$ cat src/rtl/system_command_decoder.sv
`default_nettype none
// ============================================================================
// Module  : system_command_decoder
// Brief   : Byte-stream command decoder driving register-file and ALU strobes.
// Revision: 1.0
// ============================================================================
module system_command_decoder #(
    parameter int BUS_WIDTH      = 8,
    parameter int ADDR_WIDTH     = 4,
    parameter int FUN_WIDTH      = 4,
    parameter int TIMEOUT_CYCLES = 1024
) (
    input  logic                  clk,
    input  logic                  reset,
    input  logic                  rx_data_valid,
    input  logic [BUS_WIDTH-1:0]  rx_data,
    output logic                  reg_write_enable,
    output logic                  reg_read_enable,
    output logic [ADDR_WIDTH-1:0] reg_address,
    output logic [BUS_WIDTH-1:0]  reg_write_data,
    output logic                  alu_enable,
    output logic [FUN_WIDTH-1:0]  alu_function,
    output logic                  busy,
    output logic                  cmd_error
);

    localparam int CNT_W = (TIMEOUT_CYCLES > 2) ? $clog2(TIMEOUT_CYCLES) : 1;
    localparam logic [CNT_W-1:0] CNT_MAX = CNT_W'(TIMEOUT_CYCLES - 1);

    localparam logic [7:0] CMD_WRITE  = 8'hAA;
    localparam logic [7:0] CMD_READ   = 8'hBB;
    localparam logic [7:0] CMD_ALU_OP = 8'hCC;
    localparam logic [7:0] CMD_ALU    = 8'hDD;

    typedef enum logic [2:0] {
        S_IDLE    = 3'd0,
        S_WR_ADDR = 3'd1,
        S_WR_DATA = 3'd2,
        S_RD_ADDR = 3'd3,
        S_OP_A    = 3'd4,
        S_OP_B    = 3'd5,
        S_ALU_FUN = 3'd6
    } state_t;

    state_t                state_q, state_d;
    logic [CNT_W-1:0]      cnt_q, cnt_d;
    logic [ADDR_WIDTH-1:0] addr_lat_q, addr_lat_d;
    logic                  we_q, we_d;
    logic                  re_q, re_d;
    logic                  alu_en_q, alu_en_d;
    logic [ADDR_WIDTH-1:0] addr_q, addr_d;
    logic [BUS_WIDTH-1:0]  wdata_q, wdata_d;
    logic [FUN_WIDTH-1:0]  fun_q, fun_d;
    logic                  busy_q, busy_d;
    logic                  err_q, err_d;

    always_ff @(posedge clk or negedge reset) begin
        if (!reset) begin
            state_q    <= S_IDLE;
            cnt_q      <= '0;
            addr_lat_q <= '0;
            we_q       <= 1'b0;
            re_q       <= 1'b0;
            alu_en_q   <= 1'b0;
            addr_q     <= '0;
            wdata_q    <= '0;
            fun_q      <= '0;
            busy_q     <= 1'b0;
            err_q      <= 1'b0;
        end else begin
            state_q    <= state_d;
            cnt_q      <= cnt_d;
            addr_lat_q <= addr_lat_d;
            we_q       <= we_d;
            re_q       <= re_d;
            alu_en_q   <= alu_en_d;
            addr_q     <= addr_d;
            wdata_q    <= wdata_d;
            fun_q      <= fun_d;
            busy_q     <= busy_d;
            err_q      <= err_d;
        end
    end

    always_comb begin
        state_d    = state_q;
        cnt_d      = cnt_q;
        addr_lat_d = addr_lat_q;
        we_d       = 1'b0;
        re_d       = 1'b0;
        alu_en_d   = 1'b0;
        addr_d     = addr_q;
        wdata_d    = wdata_q;
        fun_d      = fun_q;
        err_d      = 1'b0;

        if (state_q == S_IDLE) begin
            cnt_d = '0;
            if (rx_data_valid) begin
                case (rx_data[7:0])
                    CMD_WRITE:  state_d = S_WR_ADDR;
                    CMD_READ:   state_d = S_RD_ADDR;
                    CMD_ALU_OP: state_d = S_OP_A;
                    CMD_ALU:    state_d = S_ALU_FUN;
                    default:    err_d   = 1'b1;
                endcase
            end
        end else if (rx_data_valid) begin
            // An accepted byte always wins over a timeout in the same cycle.
            cnt_d = '0;
            case (state_q)
                S_WR_ADDR: begin
                    addr_lat_d = rx_data[ADDR_WIDTH-1:0];
                    state_d    = S_WR_DATA;
                end
                S_WR_DATA: begin
                    we_d    = 1'b1;
                    addr_d  = addr_lat_q;
                    wdata_d = rx_data;
                    state_d = S_IDLE;
                end
                S_RD_ADDR: begin
                    re_d    = 1'b1;
                    addr_d  = rx_data[ADDR_WIDTH-1:0];
                    state_d = S_IDLE;
                end
                S_OP_A: begin
                    we_d    = 1'b1;
                    addr_d  = '0;
                    wdata_d = rx_data;
                    state_d = S_OP_B;
                end
                S_OP_B: begin
                    we_d    = 1'b1;
                    addr_d  = ADDR_WIDTH'(1);
                    wdata_d = rx_data;
                    state_d = S_ALU_FUN;
                end
                S_ALU_FUN: begin
                    alu_en_d = 1'b1;
                    fun_d    = rx_data[FUN_WIDTH-1:0];
                    state_d  = S_IDLE;
                end
                default: state_d = S_IDLE;
            endcase
        end else if (cnt_q == CNT_MAX) begin
            state_d = S_IDLE;
            cnt_d   = '0;
            err_d   = 1'b1;
        end else begin
            cnt_d = cnt_q + 1'b1;
        end

        busy_d = (state_d != S_IDLE);
    end

    assign reg_write_enable = we_q;
    assign reg_read_enable  = re_q;
    assign reg_address      = addr_q;
    assign reg_write_data   = wdata_q;
    assign alu_enable       = alu_en_q;
    assign alu_function     = fun_q;
    assign busy             = busy_q;
    assign cmd_error        = err_q;

endmodule
`default_nettype wire

$ cat config.mk
export PLATFORM = sky130hd
export DESIGN_NAME = system_command_decoder
export DESIGN_NICKNAME = d
export VERILOG_FILES = /design/src/rtl/system_command_decoder.sv
export SDC_FILE = /design/constraint.sdc
export NUM_CORES = 1
export LEC_CHECK = 0
export CELL_PAD_IN_SITES_DETAIL_PLACEMENT = 0
export CELL_PAD_IN_SITES_GLOBAL_PLACEMENT = 1
export CORE_ASPECT_RATIO = 1.75
export CORE_MARGIN = 3
export CORE_UTILIZATION = 40
export CTS_CLUSTER_SIZE = 24
export DETAILED_ROUTE_END_ITERATION = 10
export GPL_TIMING_DRIVEN = 0
export PLACE_DENSITY = 0.85
export SETUP_SLACK_MARGIN = 0.05
export SLEW_MARGIN = 10
export SYNTH_ARGS = -nofsm -noshare
export SYNTH_HDL_FRONTEND = slang
export SYNTH_SLANG_ARGS = --single-unit
$ cat constraint.sdc
create_clock -name clk -period 1.6 [get_ports clk]
set_input_delay 0.32 -clock clk [delete_from_list [all_inputs] [get_ports clk]]
set_output_delay 0.32 -clock clk [all_outputs]
set_load 0.05 [all_outputs]
Word-level counts from Yosys, hierarchy flattened
Cells that the tools add are included.
{"block": "classes", "n_addsub": 1, "eq_ne": 11, "mux": 24, "n_bitwise": 1, "n_reduce_logical": 9}
{"operator": "== test 8 bit, second input constant", "n": 4}
{"operator": "2-to-1 mux 10 bit", "n": 3}
{"operator": "one-hot mux 4 bit (4 select lines)", "n": 1}
{"operator": "2-to-1 mux 1 bit", "n": 14}
{"operator": "2-to-1 mux 3 bit", "n": 4}
{"operator": "one-hot mux 3 bit (4 select lines)", "n": 1}
{"operator": "AND reduction 3 bit", "n": 4}
{"operator": "adder 10 x 1 -> 10 bit, second input constant", "n": 1}
{"operator": "== test 10 bit, second input constant", "n": 1}
{"operator": "== test 3 bit, second input constant", "n": 3}
{"operator": "one-hot mux 3 bit (3 select lines)", "n": 1}
{"operator": "== test 3 x 2 -> 1 bit, second input constant", "n": 2}
{"operator": "nonzero test 4 bit", "n": 1}
{"operator": "OR reduction 4 bit", "n": 1}
{"operator": "== test 3 x 1 -> 1 bit, second input constant", "n": 1}
{"operator": "zero test 3 bit", "n": 1}
{"operator": "nonzero test 3 bit", "n": 1}
{"operator": "OR reduction 3 bit", "n": 1}
{"operator": "inverter 1 bit", "n": 1}
{"block": "word_totals", "ff_bits": 38, "in_bits": 11, "out_inout_bits": 21, "elab_cells": 57}

Logic depth before layout (Yosys ltp)
{"block": "depth", "ltp_word": 5, "ltp_mapped": 7}

Worst setup path after synthesis
Ideal clock, no wire load.
{"block": "synth_timing", "kind": "register -> register", "from": "register state_q[1]", "to": "register addr_q[3], in the netlist reg_address[3]", "setup_ps": 129, "t_arrival_ps": 1369, "t_required_ps": 1471, "slack_ps": 102, "path_stages_with_launch": 8, "n_path_buf": 2, "period_less_slack_ps": 1498, "cell_sequence": "dfrtp_1 -> buf_6 -> inv_1 -> ha_1 -> nand2b_1 -> clkbuf_1 -> a311oi_1 -> a21oi_1"}
{"block": "synth_via", "elab_chain_cells": 3}
{"item": "start, declared", "line_no": "45", "rtl": "state_t state_q, state_d;"}
{"item": "start signal, assigned", "line_no": "71", "rtl": "state_q <= state_d;"}
{"item": "== test 3 bit, or another cell as far along", "line_no": "111", "rtl": "case (state_q)"}
{"item": "nonzero test 4 bit (no line) or inverter 1 bit (tied branches)"}
{"item": "AND reduction 3 bit (no line)"}
{"item": "end signal, assigned", "line_no": "77", "rtl": "addr_q <= addr_d;"}
{"item": "end, declared", "line_no": "51", "rtl": "logic [ADDR_WIDTH-1:0] addr_q, addr_d;"}
Several ways; a longest one is shown, not always the timed one.
A chain may end at the register's enable or synchronous reset.

Worst setup path in the final report
{"block": "layout_timing", "from": "input port rx_data[6]", "to": "register busy_q, in the netlist busy"}
{"block": "layout_via", "elab_chain_cells": 5}
{"item": "start, declared", "line_no": "16", "rtl": "input logic [BUS_WIDTH-1:0] rx_data,"}
{"item": "== test 8 bit", "line_no": "100", "rtl": "case (rx_data[7:0])"}
{"item": "one-hot mux 3 bit (4 select lines) (*)", "line_no": "100"}
{"item": "2-to-1 mux 3 bit (*)", "line_no": "99", "rtl": "if (rx_data_valid) begin"}
{"item": "2-to-1 mux 3 bit (*)", "line_no": "97", "rtl": "if (state_q == S_IDLE) begin"}
{"item": "nonzero test 3 bit (*)", "line_no": "154", "rtl": "busy_d = (state_d != S_IDLE);"}
{"item": "net busy_d", "line_no": "54", "rtl": "logic busy_q, busy_d;"}
{"item": "end signal, assigned", "line_no": "80", "rtl": "busy_q <= busy_d;"}
{"item": "end, declared", "line_no": "54"}
Mark *: on every way through the listed nets, which the timed path passes. The rest lies on a longest branch.

==> out/qor.csv <==
stage,metric,value,unit
status,status,"complete, no violations",
grt,largest net degree at the start of global routing,39,
floorplan,core outline area,4190,um2
grt,first-pass GRT wire length,6330,um
timing,Max Clk Rate,0.658,GHz
drt,Detailed Route WL,3800,um
drt,Detailed Route Iter0 Violations,30,
critical_path,Worst path max stage delay,450,ps
grt,initial antenna violation count,0,
worst_hold_path,worst hold path type,in2async,
power_and_ir_drop,Cell Pwr Density,1040,nW/um2
timing,clock skew,4.41,ps
critical_path,Critical-path top delay cell,clkdlybuf4s50_1,
timing,Max Transition Viols Final,0,
critical_path,worst setup path endpoint,busy,
layout,# nets final,209,
critical_path,Critical Path Stages,5,
grt,gr ovfl total,0,
cts,CTS tree,done,
grt,total track usage,15.6,%
cts,clock root buffer,clkbuf_8,
drt,remaining antenna violation count,0,
logic_synthesis,Syn Nets,166,
placed_design,Final GP Congestion,0.753,
power_and_ir_drop,P_sw,0.799,mW
power_and_ir_drop,clock network power share,27.7,%
drt,first drt pass iteration count,3,
timing,Final Critical Period,1520,ps
timing,# setup viols final,0,
critical_path,CP Launch Type,input port,
timing,Worst Slack Setup Final,79.8,ps
logic_synthesis,Yosys Warn Count,0,
power_and_ir_drop,worst vdd ir,0.000939,V
cts,clk buf depth,2,
critical_path,worst path cell trace,clkdlybuf4s50_1 -> and4bb_2 -> nor2_1 -> o311a_1 -> o211ai_2,
layout,Finished Layout Cells,245,
logic_synthesis,Syn Area/Cell,11.5,um2
layout,fin util,55.2,%
logic_synthesis,sequential area share after synthesis,54.2,%
flow_run,max cap viols,0,
power_and_ir_drop,Int Power,1.61,mW
logic_synthesis,"FF+latch count, synth",38,
critical_path,WS Path Type,in2reg,
critical_path,reg-to-reg critical path startpoint,state_q[1],
placed_design,Placement Setup Slack,-369,ps
layout,share of layout cells above drive strength 1,25.5,%
drt,DRC,0,
critical_path,crit path DAT,1730,ps
layout,design area,2310,um2
critical_path,"reg-to-reg slack, setup",90,ps
layout,Area Growth Syn to Fin,31.9,%
floorplan,Die Span X,56.0,um
floorplan,Rows,31,
layout,"commonest non-fill, non-tap cell in the layout",dfrtp_1,
floorplan,die height,93.6,um
critical_path,"CP delay by family, top",compound AO/OA/AOI/OAI gates,
placed_design,dpl cell area,2120,um2
logic_synthesis,cell count after synthesis,152,
logic_synthesis,synth top area cells,"dfrtp_1 (54%), mux2_2 (10%), nor2_1 (2.8%)",
placed_design,port buffer count,31,
logic_synthesis,Post-Syn Area,1750,um2
drt,DRT met1 WL,1450,um
drt,Via Count,1281,
critical_path,crit path launch,rx_data[6],
timing,setup tns final,0,ps
cts,clk sinks,38,
grt,vias in the first global route,1354,
drt,vias per cell,5.23,
cts,CTS buffer count,5,
drt,Routed wire per std cell,15.5,um
timing,RSZ-0062 raised after global routing,yes,
cts,cts hold-fix bufs,0,
critical_path,CP max FO,3,
timing,Final Hold Vio Count,0,
power_and_ir_drop,Comb power frac,26.5,%
cts,# H-tree levels,2,
drt,met3 routed WL,179,um
power_and_ir_drop,Seq pwr share,45.8,%
power_and_ir_drop,Leakage,1.08,nW
layout,highest-count cells in the layout ignoring fill and taps,"dfrtp_1 (37), dlygate4sd2_1 (21), mux2_2 (16)",
floorplan,IO Pins,32,
layout,antenna fix cells,0,
critical_path,Worst Path Required,1810,ps
cts,later-pin clock latency in the skew report,290,ps
critical_path,Crit path buffers/inverters,1,
cts,Worst-path clk slew,70,ps
timing,Tcrit/Tclk final,95.0,%
floorplan,die area,5240,um2
timing,Max-slew headroom,45.3,%
placed_design,Placed Cells,232,
logic_synthesis,Synth top area share,54.2,%
logic_synthesis,"Distinct cells, synth",38,
logic_synthesis,Yosys top cell by area,dfrtp_1,
critical_path,Worst Setup End Kind,flop,
placed_design,hpwl dp,2750,um
power_and_ir_drop,sw frac,33.2,%
timing,Slew @ Worst Pin,820,ps
critical_path,R2R depth,7,
drt,met2 WL,2110,um
drt,Max Used Layer,met4,
critical_path,Reg2Reg Capture Point,reg_address[3],
floorplan,Starting Density,41.8,%
kinds of logic (layout without fill, tap and decap cells):
logic type / count (synthesis) / count (layout) / share of synthesized area [%]
AOI/OAI and AO/OA: 19 / 19 / 8.14
xor gates and xnor gates: 9 / 9 / 4.50
adders and majority gates: 3 / 3 / 2.14
buffers and inverters: 11 / 55 / 2.86
DFF: 38 / 38 / 54.2
muxes: 18 / 18 / 11.4
and+or+nand+nor: 54 / 54 / 16.7
cell usage after synthesis:
cell,n
nor2b_1,3
or3_4,1
clkbuf_1,2
and2_1,1
nor2_1,13
o211ai_2,1
buf_6,1
and4_1,2
o211ai_1,1
mux2i_1,2
nor4_1,1
o2bb2ai_1,1
mux2_2,16
a22o_1,1
a32oi_1,1
nor3_1,5
xnor2_1,5
nand3_1,4
ha_1,3
a311oi_1,1
o21ai_2,1
nand4_1,3
a31oi_1,1
and3_1,5
o21ai_0,4
buf_2,1
o311a_1,1
nand2_1,11
dfrtp_1,38
and3_2,1
a21oi_1,3
xor2_1,4
and4bb_2,2
nor4b_1,1
a31oi_2,1
inv_1,7
nand2b_1,1
o31ai_1,2
area by class of cell:
cell class | instances | area (um2)
Sequential cell | 38 | 952
Inverter | 7 | 28.8
Multi-Input combinational cell | 103 | 817
Tap cell | 49 | 61.3
Buffer | 4 | 32.5
Clock inverter | 1 | 5.00
Clock buffer | 7 | 86.3
Timing Repair Buffer | 36 | 329
Fill cell | 391 | 1880
worst min-delay path by stage:
stage | startpoint | end | slack [ps] | cells past startpoint
after floorplan | reset | addr_lat_q[0] | 20 | 0
after global placement | reg_address[2] | reg_address[2] | 460 | 2
after detailed placement | reset | cnt_q[2] | 470 | 1
after CTS | reset | reg_write_data[3] | 160 | 1
after global routing | reset | cnt_q[1] | 160 | 1
final | reset | cnt_q[1] | 120 | 1
power by group through the flow:
stage | combinational (mW) | sequential, mW | clock (mW)
finish | 0.638 | 1.10 | 0.666
global route | 0.675 | 1.11 | 0.746
CTS | 0.628 | 1.10 | 0.686
detailed placement | 0.671 | 1.12 | 0
global placement | 0.668 | 1.12 | 0
floorplan | 0.140 | 1.40 | 0
timing repair:
action	CTS	global route
pin swaps	3	5
resized for setup	32	17
endpoints found under the setup margin	45	16
setup buffers	1	4
stage by stage:
step                hold slack (ps)  total power [mW]
global placement                465              1.78
detailed placement              467              1.79
CTS                             157              2.42
floorplan                      24.4              1.54
finish                          125              2.41
global route                    163              2.53
registers in the layout (all words and copies together), names as in the netlist:
signal and flops:
alu_function 4, alu_enable 1, reg_read_enable 1, cnt_q 10, cmd_error 1, busy 1
addr_lat_q 4, reg_write_data 8, state_q 3, reg_write_enable 1, reg_address 4
worst reg2reg max path, stage by stage (launching register included):
cell and delay [ps]:
dfrtp_1 380, buf_6 140, inv_4 80, ha_4 190
nand2b_1 160, buf_6 150, a311oi_2 240, a21oi_1 60
metal layers:
layer	GRT usage, %	vias to the layer above
met5	0	-
met3	4.56	6
met1	16.4	623
met2	28.7	29
met4	5.94	0
li1	-	623
Note: power is estimated with default switching activity, not from simulation.
